==> src/rtl/fpu_pkg.sv <==
// Shared single-precision FPU types and constants.
package fpu_pkg;

  typedef struct packed {
    logic        sign;
    logic [7:0]  exp;
    logic [22:0] mant;
  } float_t;

  localparam int          FP_BIAS    = 127;
  localparam logic [31:0] FP_QNAN    = 32'h7fc00000;
  localparam int          FP_EXP_MAX = 255;

  typedef enum logic [1:0] {
    IDLE  = 2'd0,
    DIV   = 2'd1,
    ROUND = 2'd2,
    DONE  = 2'd3
  } fdiv_state_t;

endpackage

==> src/rtl/fdiv_mant_core.sv <==
// Radix-2 restoring mantissa divider: 25 quotient bits (24 mantissa + guard), MSB first.
// FDIV_EARLY_TERM_EN stops iterating as soon as the remainder is exactly zero.
module fdiv_mant_core
  import fpu_pkg::*;
(
  input  logic        clk,
  input  logic        rstn,
  input  logic        start,
  input  logic [24:0] dividend,
  input  logic [23:0] divisor,
  output logic        busy,
  output logic        done,
  output logic [22:0] quot,
  output logic        guard,
  output logic        sticky
);

  logic [4:0]  cnt;
  logic [24:0] rem;
  logic [24:0] diff;
  logic [23:0] dvs;
  logic [23:0] q;
  logic        run;
  logic        fits;
  logic        last;

  assign fits = (rem >= {1'b0, dvs});
  assign diff = fits ? (rem - {1'b0, dvs}) : rem;

`ifdef FDIV_EARLY_TERM_EN
  assign last = (cnt == 5'd0) || (diff == 25'd0);
`else
  assign last = (cnt == 5'd0);
`endif

  assign busy   = run;
  assign done   = run & last;
  assign quot   = q[23:1];
  assign guard  = q[0];
  assign sticky = (rem != 25'd0);

  // The dividend is pre-normalised into [divisor, 2*divisor), so the leading
  // quotient bit (cnt == 24) is always 1 and is not stored.
  always_ff @(posedge clk) begin
    if (!rstn) begin
      run <= 1'b0;
      cnt <= 5'd0;
      rem <= 25'd0;
      dvs <= 24'd0;
      q   <= 24'd0;
    end else if (start) begin
      run <= 1'b1;
      cnt <= 5'd24;
      rem <= dividend;
      dvs <= divisor;
      q   <= 24'd0;
    end else if (run) begin
      rem <= {diff[23:0], 1'b0};
      if (cnt != 5'd24) q[cnt] <= fits;
      cnt <= cnt - 5'd1;
      if (last) run <= 1'b0;
    end
  end

endmodule

==> src/rtl/fdiv_seq.sv <==
// Multi-cycle IEEE-754 single-precision divider y = x1 / x2 with valid/ready handshakes.
// Optional early termination on zero remainder: FDIV_EARLY_TERM_EN.
//   state | meaning
//   IDLE  | waiting for operands, in_ready=1
//   DIV   | mantissa core iterating
//   ROUND | round-to-nearest-even, range check
//   DONE  | result presented until out_ready
module fdiv_seq
  import fpu_pkg::*;
#(
  parameter int EXP_W  = 8,
  parameter int MANT_W = 23,
  parameter int BIAS   = FP_BIAS
) (
  input  logic        clk,
  input  logic        rstn,
  input  logic        in_valid,
  output logic        in_ready,
  input  logic [31:0] x1,
  input  logic [31:0] x2,
  output logic        out_valid,
  input  logic        out_ready,
  output logic [31:0] y,
  output logic        ovf,
  output logic        udf
);

  localparam logic signed [9:0] E_MAX = 10'(FP_EXP_MAX);

  fdiv_state_t       state, state_nxt;
  float_t            x1f, x2f;
  logic [MANT_W:0]   m1, m2;
  logic              lt, special, s_in;
  logic [31:0]       spec_y, y_nxt;
  logic              spec_ovf, ovf_nxt, udf_nxt, s_r, s_nxt;
  logic signed [9:0] e_load, e_r, e_nxt, e_rnd;
  logic              start, mc_busy, mc_done, mc_guard, mc_sticky, rnd_up, carry;
  logic [22:0]       mc_quot, frac;

  assign x1f  = x1;
  assign x2f  = x2;
  assign s_in = x1f.sign ^ x2f.sign;
  assign m1   = {1'b1, x1f.mant};
  assign m2   = {1'b1, x2f.mant};
  assign lt   = (m1 < m2);

  assign special = (x1f.exp == '0) || (x1f.exp == '1) ||
                   (x2f.exp == '0) || (x2f.exp == '1);
  assign e_load  = 10'({2'b00, x1f.exp}) - 10'({2'b00, x2f.exp}) + 10'(BIAS) - {9'd0, lt};

  always_comb begin
    spec_y   = {s_in, 31'd0};
    spec_ovf = 1'b0;
    if (x1f.exp == '1 || x2f.exp == '1) begin
      spec_y = FP_QNAN;
    end else if (x2f.exp == '0) begin
      spec_y   = {s_in, {EXP_W{1'b1}}, {MANT_W{1'b0}}};
      spec_ovf = 1'b1;
    end
  end

  assign start = (state == IDLE) && in_valid && !special;

  fdiv_mant_core u_core (
    .clk      (clk),
    .rstn     (rstn),
    .start    (start),
    .dividend (lt ? {m1, 1'b0} : {1'b0, m1}),
    .divisor  (m2),
    .busy     (mc_busy),
    .done     (mc_done),
    .quot     (mc_quot),
    .guard    (mc_guard),
    .sticky   (mc_sticky)
  );

  // Carry out of the 23 stored fraction bits means 1.111..1 rounded to 2.0.
  assign rnd_up         = mc_guard & (mc_sticky | mc_quot[0]);
  assign {carry, frac}  = {1'b0, mc_quot} + {23'd0, rnd_up};
  assign e_rnd          = e_r + {9'd0, carry};

  always_comb begin
    state_nxt = state;
    y_nxt     = y;
    ovf_nxt   = ovf;
    udf_nxt   = udf;
    e_nxt     = e_r;
    s_nxt     = s_r;
    case (state)
      IDLE: if (in_valid) begin
        s_nxt = s_in;
        e_nxt = e_load;
        if (special) begin
          y_nxt     = spec_y;
          ovf_nxt   = spec_ovf;
          udf_nxt   = 1'b0;
          state_nxt = DONE;
        end else begin
          state_nxt = DIV;
        end
      end
      DIV: if (mc_done) state_nxt = ROUND;
      ROUND: begin
        ovf_nxt = 1'b0;
        udf_nxt = 1'b0;
        if (e_rnd >= E_MAX) begin
          y_nxt   = {s_r, {EXP_W{1'b1}}, {MANT_W{1'b0}}};
          ovf_nxt = 1'b1;
        end else if (e_rnd <= 10'sd0) begin
          y_nxt   = {s_r, 31'd0};
          udf_nxt = 1'b1;
        end else begin
          y_nxt = {s_r, e_rnd[EXP_W-1:0], frac};
        end
        state_nxt = DONE;
      end
      DONE: if (out_ready) state_nxt = IDLE;
      default: state_nxt = IDLE;
    endcase
  end

  always_ff @(posedge clk) begin
    if (!rstn) begin
      state <= IDLE;
      y     <= 32'd0;
      ovf   <= 1'b0;
      udf   <= 1'b0;
      e_r   <= 10'sd0;
      s_r   <= 1'b0;
    end else begin
      state <= state_nxt;
      y     <= y_nxt;
      ovf   <= ovf_nxt;
      udf   <= udf_nxt;
      e_r   <= e_nxt;
      s_r   <= s_nxt;
    end
  end

  assign in_ready  = (state == IDLE) && !mc_busy;
  assign out_valid = (state == DONE);

endmodule

==> config.mk <==
export PLATFORM = sky130hd
export DESIGN_NAME = fdiv_seq
export DESIGN_NICKNAME = d
export VERILOG_FILES = /design/src/rtl/fpu_pkg.sv /design/src/rtl/fdiv_mant_core.sv /design/src/rtl/fdiv_seq.sv
export SDC_FILE = /design/constraint.sdc
export NUM_CORES = 1
export LEC_CHECK = 0
export CORE_UTILIZATION = 52
export DETAILED_ROUTE_END_ITERATION = 6
export PLACE_DENSITY_LB_ADDON = 0.12
export SETUP_SLACK_MARGIN = 0.15
export SLEW_MARGIN = 20
export SYNTH_ARGS = -nofsm -noshare
export SYNTH_HDL_FRONTEND = slang
export SYNTH_HIERARCHICAL = 1
export SYNTH_SLANG_ARGS = --single-unit
==> constraint.sdc <==
create_clock -name clk -period 3.6 [get_ports clk]
set_input_delay 0.54 -clock clk [delete_from_list [all_inputs] [get_ports clk]]
set_output_delay 0.54 -clock clk [all_outputs]
set_load 0.005 [all_outputs]
# ---- After elaboration in Yosys (flattened, before gate mapping)
# Cells that the tools add are included.
# Widths: inputs -> output; s select.
dict set report totals {
  regBits 126
  in_bits 68
  output_inout_bits 36
  elab_cells 97
}
dict set report classes {
  addsub 7
  order_cmp 6
  n_eq_ne 10
  mux 35
  bitwise_logic 5
  n_reduce_logical 22
}
# cell count
set ops {}
lappend ops {{$mux 32} 3}
lappend ops {{$mux 31} 3}
lappend ops {{$mux 25} 3}
lappend ops {{$pmux 32 s2} 1}
lappend ops {{$ge 25x24->1} 1}
lappend ops {{$reduce_bool 25->1} 1}
lappend ops {{$add 23x1->24} 1}
lappend ops {{$bwmux 24} 1}
lappend ops {{$lt 24x24->1} 1}
lappend ops {{$mux 24} 1}
lappend ops {{$sub 24x24->24} 1}
lappend ops {{$eq 8x8->1 const B} 2}
lappend ops {{$logic_not 8->1} 2}
lappend ops {{$mux 1} 13}
lappend ops {{$add 10x1->10} 1}
lappend ops {{$add 9x8->10 const B} 1}
lappend ops {{$ge 10x9->1 const B} 1}
lappend ops {{$le 10x1->1 const B} 1}
lappend ops {{$mux 5} 2}
lappend ops {{$sub 10x1->10} 1}
lappend ops {{$sub 8x8->9} 1}
lappend ops {{$mux 2} 4}
lappend ops {{$pmux 2 s4} 1}
lappend ops {{$lt 5x6->1 const B} 1}
lappend ops {{other kinds (22)} 37}

# ---- Logic depth before layout (Yosys ltp)
# Gate-level depths: netlist of the first run.
dict set report depth {
  depth_word 9
  depth_mapped 20
  depth_no_buf 19
}

# ---- Modules after synthesis
# The synthesis of the first run kept the hierarchy.
# module n_inst cells_each area_per_inst_um2 seq_area_each_um2
set modules_own_cells {}
lappend modules_own_cells {fdiv_mant_core 1 579 4788.3 1581.5}
lappend modules_own_cells {fdiv_seq 1 543 4401.7 940.9}

# ---- Worst setup path before layout of the first run
# No wires, ideal clock.
dict set report synth_timing {
  kind {reg-to-reg}
  from {reg u_core.rem[4]}
  to {reg y[1]}
  setup_time_ns 0.059
  arrival_time_ns 3.907
  t_required_ns 3.541
  path_slack_ns -0.366
  path_stages_with_launch 20
  path_buffers 1
  period_less_slack_ns 3.966
  path_cell_list {dfxtp_1 > or4_1 > nor4_1 > nand4_1 > o21a_1 > ha_1 > and3_1 > nand3_1 > nor3_2 > and3_1 > and3_1 > ha_1 > ha_1 > and3_1 > o2111a_1 > o221ai_1 > nand4_1 > nor2_2 > buf_4 > a31o_1}
}
dict set report synth_between {
  elab_chain_len 9
  elab_cells_between_ends 10
  cone_classes {add/sub: 2; order compare: 2; mux: 3; bitwise: 2; reduce/logical: 1}
}
# item line_no
set synth_rtl {}
lappend synth_rtl {{start: declaration} fdiv_mant_core.sv:19} ;# logic [24:0] rem;
lappend synth_rtl {{start signal: assignment} fdiv_mant_core.sv:54} ;# rem <= dividend;
lappend synth_rtl {{start signal: assignment} fdiv_mant_core.sv:58} ;# rem <= {diff[23:0], 1'b0};
lappend synth_rtl {{$reduce_bool 25->1 *} fdiv_mant_core.sv:40} ;# assign sticky = (rem != 25'd0);
lappend synth_rtl {{named net mc_sticky} fdiv_seq.sv:37} ;# logic start, mc_busy, mc_done, mc_guard, mc_sticky, rnd_up, carry;
lappend synth_rtl {{$or 1x1->1 *} fdiv_seq.sv:78} ;# assign rnd_up = mc_guard & (mc_sticky | mc_quot[0]);
lappend synth_rtl {{$and 1x1->1 *} fdiv_seq.sv:78}
lappend synth_rtl {{$add 23x1->24 *} fdiv_seq.sv:79} ;# assign {carry, frac} = {1'b0, mc_quot} + {23'd0, rnd_up};
lappend synth_rtl {{$add 10x1->10} fdiv_seq.sv:80} ;# assign e_rnd = e_r + {9'd0, carry};
lappend synth_rtl {{$le 10x1->1} fdiv_seq.sv:109} ;# end else if (e_rnd <= 10'sd0) begin
lappend synth_rtl {{$mux 31} fdiv_seq.sv:109}
lappend synth_rtl {{$mux 31 *} fdiv_seq.sv:106} ;# if (e_rnd >= E_MAX) begin
lappend synth_rtl {{$pmux 32 s2 *} fdiv_seq.sv:89} ;# case (state)
lappend synth_rtl {{end signal: assignment} fdiv_seq.sv:132} ;# y <= y_nxt;
lappend synth_rtl {{end: declaration} fdiv_seq.sv:23} ;# output logic [31:0] y,
# Mark *: on every way through the listed nets, which the timed path passes. The rest lies on a longest branch.
# A chain may end at the register's enable or synchronous reset.

# ---- Worst setup path in the final report of the first run
dict set report layout_timing {
  from {reg u_core.rem[7]}
  to {reg y[0]}
}
# Same word-level chain as after synthesis.

==> metrics.yaml, run 1 <==
status: "complete, but fails checks"
drtIter0Drc: 479
rsz0062_at_grt: "yes"
worstReg2RegEnd: "y[0]"
async_flop_share_pct: 0
viasPerCell: 5.787
synth_area_leaders: "dfxtp_1 27%, ha_1 10%, mux2i_1 4.4%"
synth_area_leader_cell: "dfxtp_1"
grt_max_degree: 46
finalHoldViolations: 0
overflow: 0
die_area_um2: 18210
cp-end-kind: "flip-flop"
placed_cell_area_um2: 11360
fin_util_pct: 71.66
core_area_um2: 17300
avgSynthCellArea_um2: 8.191
antennaDiodeCount: 0
routabilityCongestion: 0.9432
setup_ws_ns: -0.3601
initial_core_util_pct: 53.13
clk_pin_slew_ns: 0.06
layout_min_cycle_time_ns: 3.960
rr_worst_depth: 19
leakage_nw: 5.249
nNetsFinal: 1470
cts_tree: "built"
firstDrtPassIters: 5
ys_seq_elements: 126
cp_max_fo: 21
endpoint: "y[0]"
cts-root-buf: "clkbuf_16"
p_per_area_nw_per_um2: 724.8
drc: 0
stdcell_area_um2: 12390
clk_latency_ns: 0.43
yosysTopAreaCellShare_pct: 27.45
max_freq_mhz: 252.5
vias: 9033
dpl.hpwl_mm: 18.05
ys_types: 85
fin_crit_sh_pct: 110.0
ys.flop_type: "dfxtp_1"
post_drt_wl_per_cell_um: 16.29
cp.arrival_ns: 4.33
violations: "setup timing"
track_usage_pct: 28.13
hold_path_class: "input port to flip-flop"
port_buffers: 103
row_count: 48
vdd_ir_drop_max_uv: 518.8
maxSlewHeadroom_pct: 32.47
synth_warnings: 6
drtAntennaViolNets: 0
layout-drive-gt1-share_pct: 22.16
crit_required_ns: 3.97
die_y_um: 134.9
stdcell_count: 1561
finalClockSkew_ns: 0.007273
preCtsSetupSlack_ns: -0.6387
cp-start-kind: "flip-flop"
num_io_pins: 104
wirelength_mm: 25.42
syn_area_um2: 9190
dpl.cell_count: 1514
drv_cap: 0
area_growth_pct: 34.87
cts.sinks: 126
grt_pass1_wl_mm: 40.87
fp.dieW_um: 134.9
maxSlewViolCount: 0
tightestPinTransition_ns: 1.012
reg2reg_from: "u_core/rem[7]"
grt_pass1_vias: 8524
r2r_slack_ns: -0.36
fill_cells: 1379
htreeDepth: 4
path_class: "flip-flop to flip-flop"
numCtsBuffers: 17
cts.path.max_buffers: 2
synth.net_count: 1269
syn_inst: 1122
ys_seq_area_share_pct: 27.45
synth_edf_count: 0
startpoint: "u_core/rem[7]"
setup_violations: 33
antenna_found_initial: 0
[metrics by stage]
| stage | hold WS, ns | total power [W] | TNS (ns) |
|---|---|---|---|
| 2_1_floorplan | 0.4447 | 0.005618 | -0.8153 |
| 3_3_place_gp | 0.4581 | 0.006968 | -10.65 |
| 3_5_place_dp | 0.4622 | 0.007030 | -15.05 |
| 4_1_cts | 0.4712 | 0.008855 | -7.460 |
| 5_1_grt | 0.4286 | 0.009575 | -14.77 |
| 6_report | 0.4093 | 0.008984 | -10.52 |
[Yosys cell counts, drive strengths merged (8+ instances only)]
master and count:
o21a 8, a31o 29, a211oi 23, clkbuf 35, buf 29, mux2 24, nand2 88, nor3 48
a21o 12, nor4 15, dfxtp 126, a311oi 22, o22ai 9, a31oi 12, nand2b 8, ha 76
nor2 98, o31ai 13, nand3 32, a21oi 70, and3 12, nor2b 10, o21ai 33, xnor2 43
nand4 20, mux2i 41, xor2 17, inv 88
[timing repair]
item,in CTS,in global routing
pin swaps,28,20
endpoints found under the setup margin,37,38
buffers inserted,10,5
resized for setup,34,52
hold buffers,0,0
[layout make-up]
cell class	count	area, um^2	share of cell area [%]
Multi-Input combinational cell	843	6491	52.37
Clock inverter	13	132.6	1.070
Sequential cell	126	2525	20.37
Timing Repair Buffer	246	2167	17.48
Tap cell	225	281.5	2.271
Inverter	89	354.1	2.857
Clock buffer	19	442.9	3.574
[routing by layer]
| metal | track usage (%) | share of wire [%] |
|---|---|---|
| met1 | 34.50 | 44 |
| met2 | 48.83 | 49 |
| met3 | 4.692 | 4.1 |
| met4 | 11.24 | 2.7 |
| met5 | 0 | 0 |
[critical path: stages (launching register included)]
cell and delay (ns):
dfxtp_2 0.32, or4_4 0.55, nor4_4 0.15, nand4_1 0.17
o21a_1 0.21, ha_2 0.17, and3_4 0.15, nand3_4 0.09
nor3_4 0.04, and3_4 0.18, and3_4 0.18, ha_4 0.17
ha_4 0.18, and3_4 0.18, o2111a_1 0.27, o221ai_2 0.19
nand4_1 0.18, nor2_2 0.20, buf_12 0.18, a31o_2 0.16
[report_power, final]
group          internal [W]  switching (W)
Clock              0.000984       0.000711
Sequential          0.00166       0.000290
Combinational       0.00239        0.00295
[sequential cells by signal (all words and copies together) (netlist names), 2 cells and up]
signal	count
u_core/q	24
u_core/dvs	24
u_core/rem	25
y	32
state	2
e_r	10
u_core/cnt	5
[cell families after synthesis]
logic type	after synthesis	share of synthesized area, %
AO/OA/AOI/OAI	279	21.51
XOR/XNOR	60	5.718
adder cells (fa/ha/maj)	79	11.00
buffers and inverters	153	6.984
flip-flops	126	27.45
multiplexers	65	8.196
other	1	0.04080
AND/OR/NAND/NOR	359	19.10
[layout by cell type (no fill, tap or decap), types with 7 or more instances in the layout]
master / synthesis / final
a31o_1: 20 / 20
xnor2_1: 43 / 40
o22ai_1: 9 / 9
a21o_1: 12 / 12
a21oi_2: 0 / 7
xor2_1: 17 / 17
nand3_1: 31 / 28
a31o_2: 9 / 9
buf_4: 5 / 138
mux2_4: 16 / 16
nand4_1: 19 / 19
o31ai_1: 13 / 12
clkdlybuf4s50_1: 0 / 81
nor4_1: 15 / 12
ha_4: 0 / 13
dfxtp_1: 126 / 124
nor2_1: 96 / 94
clkbuf_16: 0 / 17
nand2b_1: 8 / 8
o21a_1: 8 / 8
nor3_1: 46 / 44
a21oi_1: 70 / 63
inv_1: 86 / 81
a211oi_1: 21 / 19
and3_1: 11 / 7
ha_1: 76 / 58
nand2_1: 88 / 87
mux2_2: 8 / 8
a311oi_1: 22 / 22
a31oi_1: 11 / 11
mux2i_1: 40 / 40
dlymetal6s2s_1: 0 / 14
o21ai_0: 31 / 25
nor2b_1: 10 / 9
[worst min path at each step]
stage                      start             end  slack, ns  cells past startpoint
after floorplan              udf             udf       0.44                      2
after global placement       udf             udf       0.46                      2
after detailed placement     udf             udf       0.46                      2
after CTS                    udf             udf       0.47                      2
after global routing      x2[16]  u_core/dvs[16]       0.43                      3
final                     x2[14]  u_core/dvs[14]       0.41                      3
Power figures use the tool's default switching activity.
==> inputs of run 2 (changes only) <==
Settings changed: CORE_ASPECT_RATIO set to 1.25, CORE_MARGIN set to 2, CORE_UTILIZATION 52 to 45.
==> run 2 against run 1 <==
Effect of this change: the run still ends with setup timing left; die area is 19% higher; wire length increased by 0.25%; first-iteration DRC count up 5.0%; non-clock buffer count is 5 higher; clock power is essentially flat; total power grew 1.2%; clock skew rose by 0.0032 ns; worst setup slack worse by 0.038 ns.
==> metrics.yaml, run 2 (synthesized netlist as in run 1, its figures left out) <==
status: "complete, but fails checks"
violations: "setup timing"
tightestPinTransition_ns: 1.006  # -0.005870 ns
r2r_slack_ns: -0.40  # -0.04 ns
finalHoldViolations: 0  # unchanged
hold_path_class: "input port to flip-flop"
antenna_found_initial: 0  # unchanged
stdcell_area_um2: 12560  # +1.3%
layout_common_cells: "143 x buf_4, 122 x dfxtp_1, 94 x nor2_1"
maxSlewViolCount: 0  # unchanged
core_area_um2: 20100  # +16%
setup_violations: 33  # unchanged
seq_area_um2: 2527  # about the same
largest_reg_flops: 32  # unchanged
cts.sinks: 126  # unchanged
max_freq_mhz: 250.1  # -0.95%
viasPerCell: 5.518  # -4.6%
fin_util_pct: 62.47  # -9.2 points
firstDrtPassIters: 4  # -1
vias: 8890  # -1.6%
leakage_nw: 5.278  # +0.55%
clkPwrFrac_pct: 18.8  # about the same
crit_required_ns: 3.97  # about the same
preCtsSetupSlack_ns: -0.5764  # +0.06232 ns
vdd_ir_drop_max_uv: 550.8  # +6.2%
p_seq_share_pct: 21.5  # -0.2 points
routabilityCongestion: 0.8904  # -5.6%
p_per_area_nw_per_um2: 723.9  # -0.13%
layout_min_cycle_time_ns: 3.998  # +0.03783 ns
initial_core_util_pct: 45.72  # -7.4 points
drtIter0Drc: 503  # +5.0%
power_frac_comb_pct: 59.7  # +0.3 points
num_io_pins: 104  # unchanged
clk_latency_ns: 0.43  # about the same
power.total_w: 0.009090  # +1.2%
clk_pin_slew_ns: 0.07  # about the same
drv_cap: 0  # unchanged
cp.arrival_ns: 4.37  # +0.04 ns
fill_cells: 1841  # +34%
grt_pass1_vias: 8657  # +1.6%
worstReg2RegEnd: "y[18]"
rsz0062_at_grt: "yes"
placed_cell_area_um2: 11500  # +1.2%
drtAntennaViolNets: 0  # unchanged
post_drt_wl_per_cell_um: 15.82  # -2.9%
fp.dieW_um: 131.8  # -2.3%
die_y_um: 163.8  # +21%
setup_ws_ns: -0.3980  # -0.03783 ns
area_growth_pct: 36.64
grt_pass1_wl_mm: 41.38  # +1.3%
fin_crit_sh_pct: 111.1  # +1.1 points
port_buffers: 103  # unchanged
htreeDepth: 4  # unchanged
regMostFlops: "y"
row_count: 58  # +21%
rr_worst_depth: 21  # +2
timing.setup.tns_ns: -11.23  # -0.7107 ns
dpl.hpwl_mm: 18.80  # +4.1%
nNetsFinal: 1475  # +0.34%
hp-start: "x2[12]"
maxSlewHeadroom_pct: 32.86  # +0.39 points
finalClockSkew_ns: 0.01049  # +0.003213 ns
die_area_um2: 21590  # +19%
hold_end: "u_core/dvs[12]"
track_usage_pct: 23.44  # -4.7 points
drc: 0  # unchanged
cts_tree: "built"
hold_path_depth: 3  # unchanged
cp_max_fo: 22  # +4.8%
wirelength_mm: 25.49  # +0.25%
cp-start-kind: "flip-flop"
cts.path.max_buffers: 2  # unchanged
reg2reg_from: "u_core/rem[24]"
antennaDiodeCount: 0  # unchanged
cts-root-buf: "clkbuf_16"
cts_hold_buf: 0  # unchanged
numCtsBuffers: 17  # unchanged
p_int_w: 0.005091  # +1.1%
path_class: "flip-flop to flip-flop"
cp-end-kind: "flip-flop"
swShare_pct: 43.99  # +0.054 points
layout_commonest_cell: "buf_4"
grt_max_degree: 44  # -4.3%
overflow: 0  # unchanged
layout-drive-gt1-share_pct: 23.56  # +1.4 points
switchingPower_w: 0.003999  # +1.3%
largestRegisters: "y (32), u_core/rem (25)"
multi_input_area_um2: 6555  # +0.98%
-- run 2: power groups by stage --
stage / logic (W) / clock network [W] / registers, W
4_1_cts: 0.00527 / 0.00174 / 0.00193
6_report: 0.00543 / 0.00171 / 0.00195
5_1_grt: 0.00592 / 0.00182 / 0.00199
3_3_place_gp: 0.00513 / 0 / 0.00194
3_5_place_dp: 0.00516 / 0 / 0.00195
2_1_floorplan: 0.00376 / 0 / 0.00186
-- run 2: per-layer routing --
layer,up-vias,track usage [%],share of wire [%]
li1,4495,-,-
met1,4127,26.63,42
met2,220,43.96,52
met3,48,3.673,3.2
met4,0,9.239,2.6
met5,-,0,0
-- run 2: area by class of cell --
class | instances | area share, %
multi-input combinational | 843 | 52.20
sequential | 126 | 20.13
timing repair buffer | 251 | 17.59
clock buffer | 18 | 3.418
inverter | 89 | 2.820
tap | 270 | 2.690
clock inverter | 14 | 1.156
-- run 2: what timing repair did --
item / CTS / global route
pin swaps: 13 / 35
gates resized for setup: 29 / 78
setup buffers: 4 / 5
setup endpoints to repair: 37 / 38
-- run 2: per-stage QoR --
step,hold WS [ns],std cells
2_1_floorplan,0.4447,1122
4_1_cts,0.4686,1606
6_report,0.4061,1611
5_1_grt,0.4392,1611
3_3_place_gp,0.4396,1570
3_5_place_dp,0.4599,1570
-- run 2: worst max-delay path, stage by stage, from the launching register on --
cell and delay (ns):
dfxtp_2 0.34, nor4_4 0.31, buf_4 0.17, nand2_4 0.05, nor4_4 0.21, nand4_1 0.16, o21a_1 0.22, ha_2 0.17
and3_4 0.15, nand3_4 0.09, nor3_4 0.04, and3_4 0.18, and3_4 0.18, ha_4 0.17, ha_4 0.18, and3_4 0.18
o2111a_1 0.24, o221ai_2 0.18, nand4_1 0.17, nor2_2 0.21, buf_12 0.18, a31o_1 0.15
-- run 2: worst max-delay path by stage --
stage	startpoint	endpoint	slack, ns	cells past startpoint
2_1_floorplan	u_core/rem[7]	y[10]	-0.04	19
3_3_place_gp	x2[13]	e_r[7]	-0.58	16
3_5_place_dp	x2[5]	e_r[7]	-0.58	17
4_1_cts	u_core/rem[24]	y[18]	-0.34	21
5_1_grt	u_core/rem[24]	y[22]	-0.56	21
6_report	u_core/rem[24]	y[18]	-0.40	21
==> inputs of run 3 (changes only) <==
Settings changed: CORE_MARGIN 2 to unset.
==> run 3 against run 2 <==
Effect of this change: the flow still finishes with violations (setup timing); cell area rose by 0.46%; combinational power barely moved; clock skew barely moved; critical endpoint is now y[22]; largest cell class unchanged; utilization rose by 0.29 points; wire length fell by 0.35%; worst hold slack improved by 0.00052 ns; maximum frequency rose by 1.7%; via count fell by 0.25%.
==> metrics.yaml, run 3 (synthesized netlist as in run 1, its figures left out) <==
status: "complete, but fails checks"
violations: "setup timing"
layout_common_cells: "147 x buf_4, 123 x dfxtp_1, 93 x nor2_1"
maxSlewViolCount: 0  # unchanged
row_count: 58  # unchanged
die_y_um: 161.8  # -1.2%
largest_reg_flops: 32  # unchanged
startpoint: "u_core/rem[7]"
vias: 8868  # -0.25%
initial_core_util_pct: 45.72  # unchanged
finalClockSkew_ns: 0.01045  # -0.00003310 ns
cts-root-buf: "clkbuf_16"
routabilityCongestion: 0.8979  # +0.84%
setup_ws_ns: -0.3296  # +0.06839 ns
busiest_layer: "met2"
switchingPower_w: 0.004028  # +0.73%
path_class: "flip-flop to flip-flop"
swShare_pct: 44.20  # +0.21 points
rsz0062_at_grt: "yes"
area_growth_pct: 37.26
max_freq_mhz: 254.5  # +1.7%
nNetsFinal: 1480  # +0.34%
port_buffers: 103  # unchanged
path_cells: "or4_4 > nor4_2 > nand4_1 > o21a_1 > ha_2 > and3_4 > nand3_4 > nor3_4 > and3_4 > and3_4 > ha_4 > ha_4 > and3_4 > o2111a_1 > o221ai_2 > nand4_1 > nor2_2 > buf_12 > a311o_1"
hp-start: "x2[12]"
cts.path.max_buffers: 2  # unchanged
cp.arrival_ns: 4.30  # -0.07 ns
timing.setup.tns_ns: -9.468  # +1.764 ns
regMostFlops: "y"
die_area_um2: 21000  # -2.7%
grt_max_degree: 41  # -6.8%
clk_latency_ns: 0.43  # about the same
setup_violations: 33  # unchanged
grt_use_met1_pct: 28.48  # +1.8 points
grt_pass1_wl_mm: 41.44  # +0.15%
drtAntennaViolNets: 0  # unchanged
p_int_w: 0.005085  # -0.11%
num_io_pins: 104  # unchanged
track_usage_pct: 24.57  # +1.1 points
layout_min_cycle_time_ns: 3.930  # -0.06840 ns
r2r_slack_ns: -0.33  # +0.07 ns
viasPerCell: 5.488  # -0.56%
use_met3_pct: 3.195  # -0.48 points
p_seq_share_pct: 21.2  # -0.3 points
slowest_stage: "or4_4"
layout-drive-gt1-share_pct: 24.00  # +0.43 points
tightestPinTransition_ns: 0.9008  # -0.1052 ns
antenna_found_initial: 0  # unchanged
fp.dieW_um: 129.8  # -1.5%
layout_commonest_cell: "buf_4"
leakage_nw: 5.316  # +0.72%
grt_pass1_vias: 8641  # -0.18%
htreeDepth: 4  # unchanged
crit_required_ns: 3.97  # about the same
cp_max_fo: 22  # unchanged
cts.sinks: 126  # unchanged
hold_path_depth: 3  # unchanged
largestRegisters: "y (32), u_core/rem (25)"
drv_cap: 0  # unchanged
cp_top_family: "simple AND/OR/NAND/NOR gates"
cp-start-kind: "flip-flop"
worst-path-buf-inv: 1  # -1
crit_top_cell: "and3_4"
drc: 0  # unchanged
clkPwrFrac_pct: 19.0  # +0.2 points
hold_end: "u_core/dvs[12]"
use_met2_pct: 45.02  # +1.1 points
post_drt_wl_per_cell_um: 15.72  # -0.66%
power_frac_comb_pct: 59.9  # +0.2 points
cp-end-kind: "flip-flop"
hold_path_class: "input port to flip-flop"
overflow: 0  # unchanged
p_per_area_nw_per_um2: 722.4  # -0.20%
preCtsSetupSlack_ns: -0.5888  # -0.01245 ns
vdd_ir_drop_max_uv: 504.0  # -8.5%
rr_worst_depth: 19  # -9.5%
maxSlewHeadroom_pct: 39.82  # +7.0 points
cts_tree: "built"
finalHoldViolations: 0  # unchanged
antennaDiodeCount: 0  # unchanged
firstDrtPassIters: 7  # +3
worstReg2RegEnd: "y[22]"
clk_pin_slew_ns: 0.06  # about the same
slowest_delay_ns: 0.54  # +0.20 ns
reg2reg_from: "u_core/rem[7]"
numCtsBuffers: 17  # unchanged
fin_crit_sh_pct: 109.2  # -1.9 points
dpl.hpwl_mm: 18.54  # -1.4%
core_area_um2: 20100  # unchanged
wirelength_mm: 25.40  # -0.35%
drtIter0Drc: 438  # -13%
## run 3: cell type report
class | count | area, um^2
clock buffers | 18 | 439.2
inverters | 89 | 354.1
fillers | 1806 | 7487
clock inverters | 14 | 146.4
well taps | 270 | 337.8
flip-flops and latches | 126 | 2526
repair buffers | 255 | 2232
multi-input cells | 844 | 6579
## run 3: worst reg2reg max path, stage by stage (launching register included)
cell      delay (ns)
dfxtp_2         0.32
or4_4           0.54
nor4_2          0.17
nand4_1         0.16
o21a_1          0.21
ha_2            0.17
and3_4          0.15
nand3_4         0.09
nor3_4          0.04
and3_4          0.18
and3_4          0.18
ha_4            0.17
ha_4            0.18
and3_4          0.17
o2111a_1        0.23
o221ai_2        0.16
nand4_1         0.20
nor2_2          0.21
buf_12          0.17
a311o_1         0.16
## run 3: worst max-delay path by stage
stage                        end  depth (start not counted)  slack (ns)
after floorplan            y[10]                         19       -0.04
after global placement    e_r[7]                         17       -0.54
after detailed placement  e_r[7]                         17       -0.59
after CTS                  y[22]                         20       -0.34
after global routing       y[22]                         21       -0.54
final                      y[22]                         19       -0.33
## run 3: through the flow
stage / instance area, um^2 / hold slack (ns) / util [%] / total power, W / cells
3_3_place_gp: 11500 / 0.4390 / 57.23 / 0.007032 / 1572
5_1_grt: 12610 / 0.4168 / 62.75 / 0.009749 / 1616
4_1_cts: 12260 / 0.4514 / 61.00 / 0.008959 / 1610
2_1_floorplan: 9353 / 0.4447 / - / 0.005618 / 1122
6_report: 12610 / 0.4066 / 62.75 / 0.009113 / 1616
3_5_place_dp: 11500 / 0.4407 / 57.23 / 0.007079 / 1572
## run 3: what timing repair did
| action | in CTS | in global routing |
|---|---|---|
| pin swaps | 19 | 32 |
| endpoints found under the setup margin | 37 | 39 |
| setup buffers | 6 | 5 |
| gates resized for setup | 39 | 71 |
| hold buffers | 0 | 0 |
| cloned | 0 | 1 |
## run 3: power by group through the flow
stage	combinational [W]	clock, W	sequential, W
floorplan	0.00376	0	0.00186
global placement	0.00510	0	0.00193
detailed placement	0.00514	0	0.00194
CTS	0.00528	0.00176	0.00192
global route	0.00597	0.00181	0.00196
finish	0.00546	0.00173	0.00193
## run 3: metal layers
metal	vias up	wire [um]
li1	4496	-
met1	4136	10850
met2	186	13140
met3	50	660
met4	0	746
met5	-	0
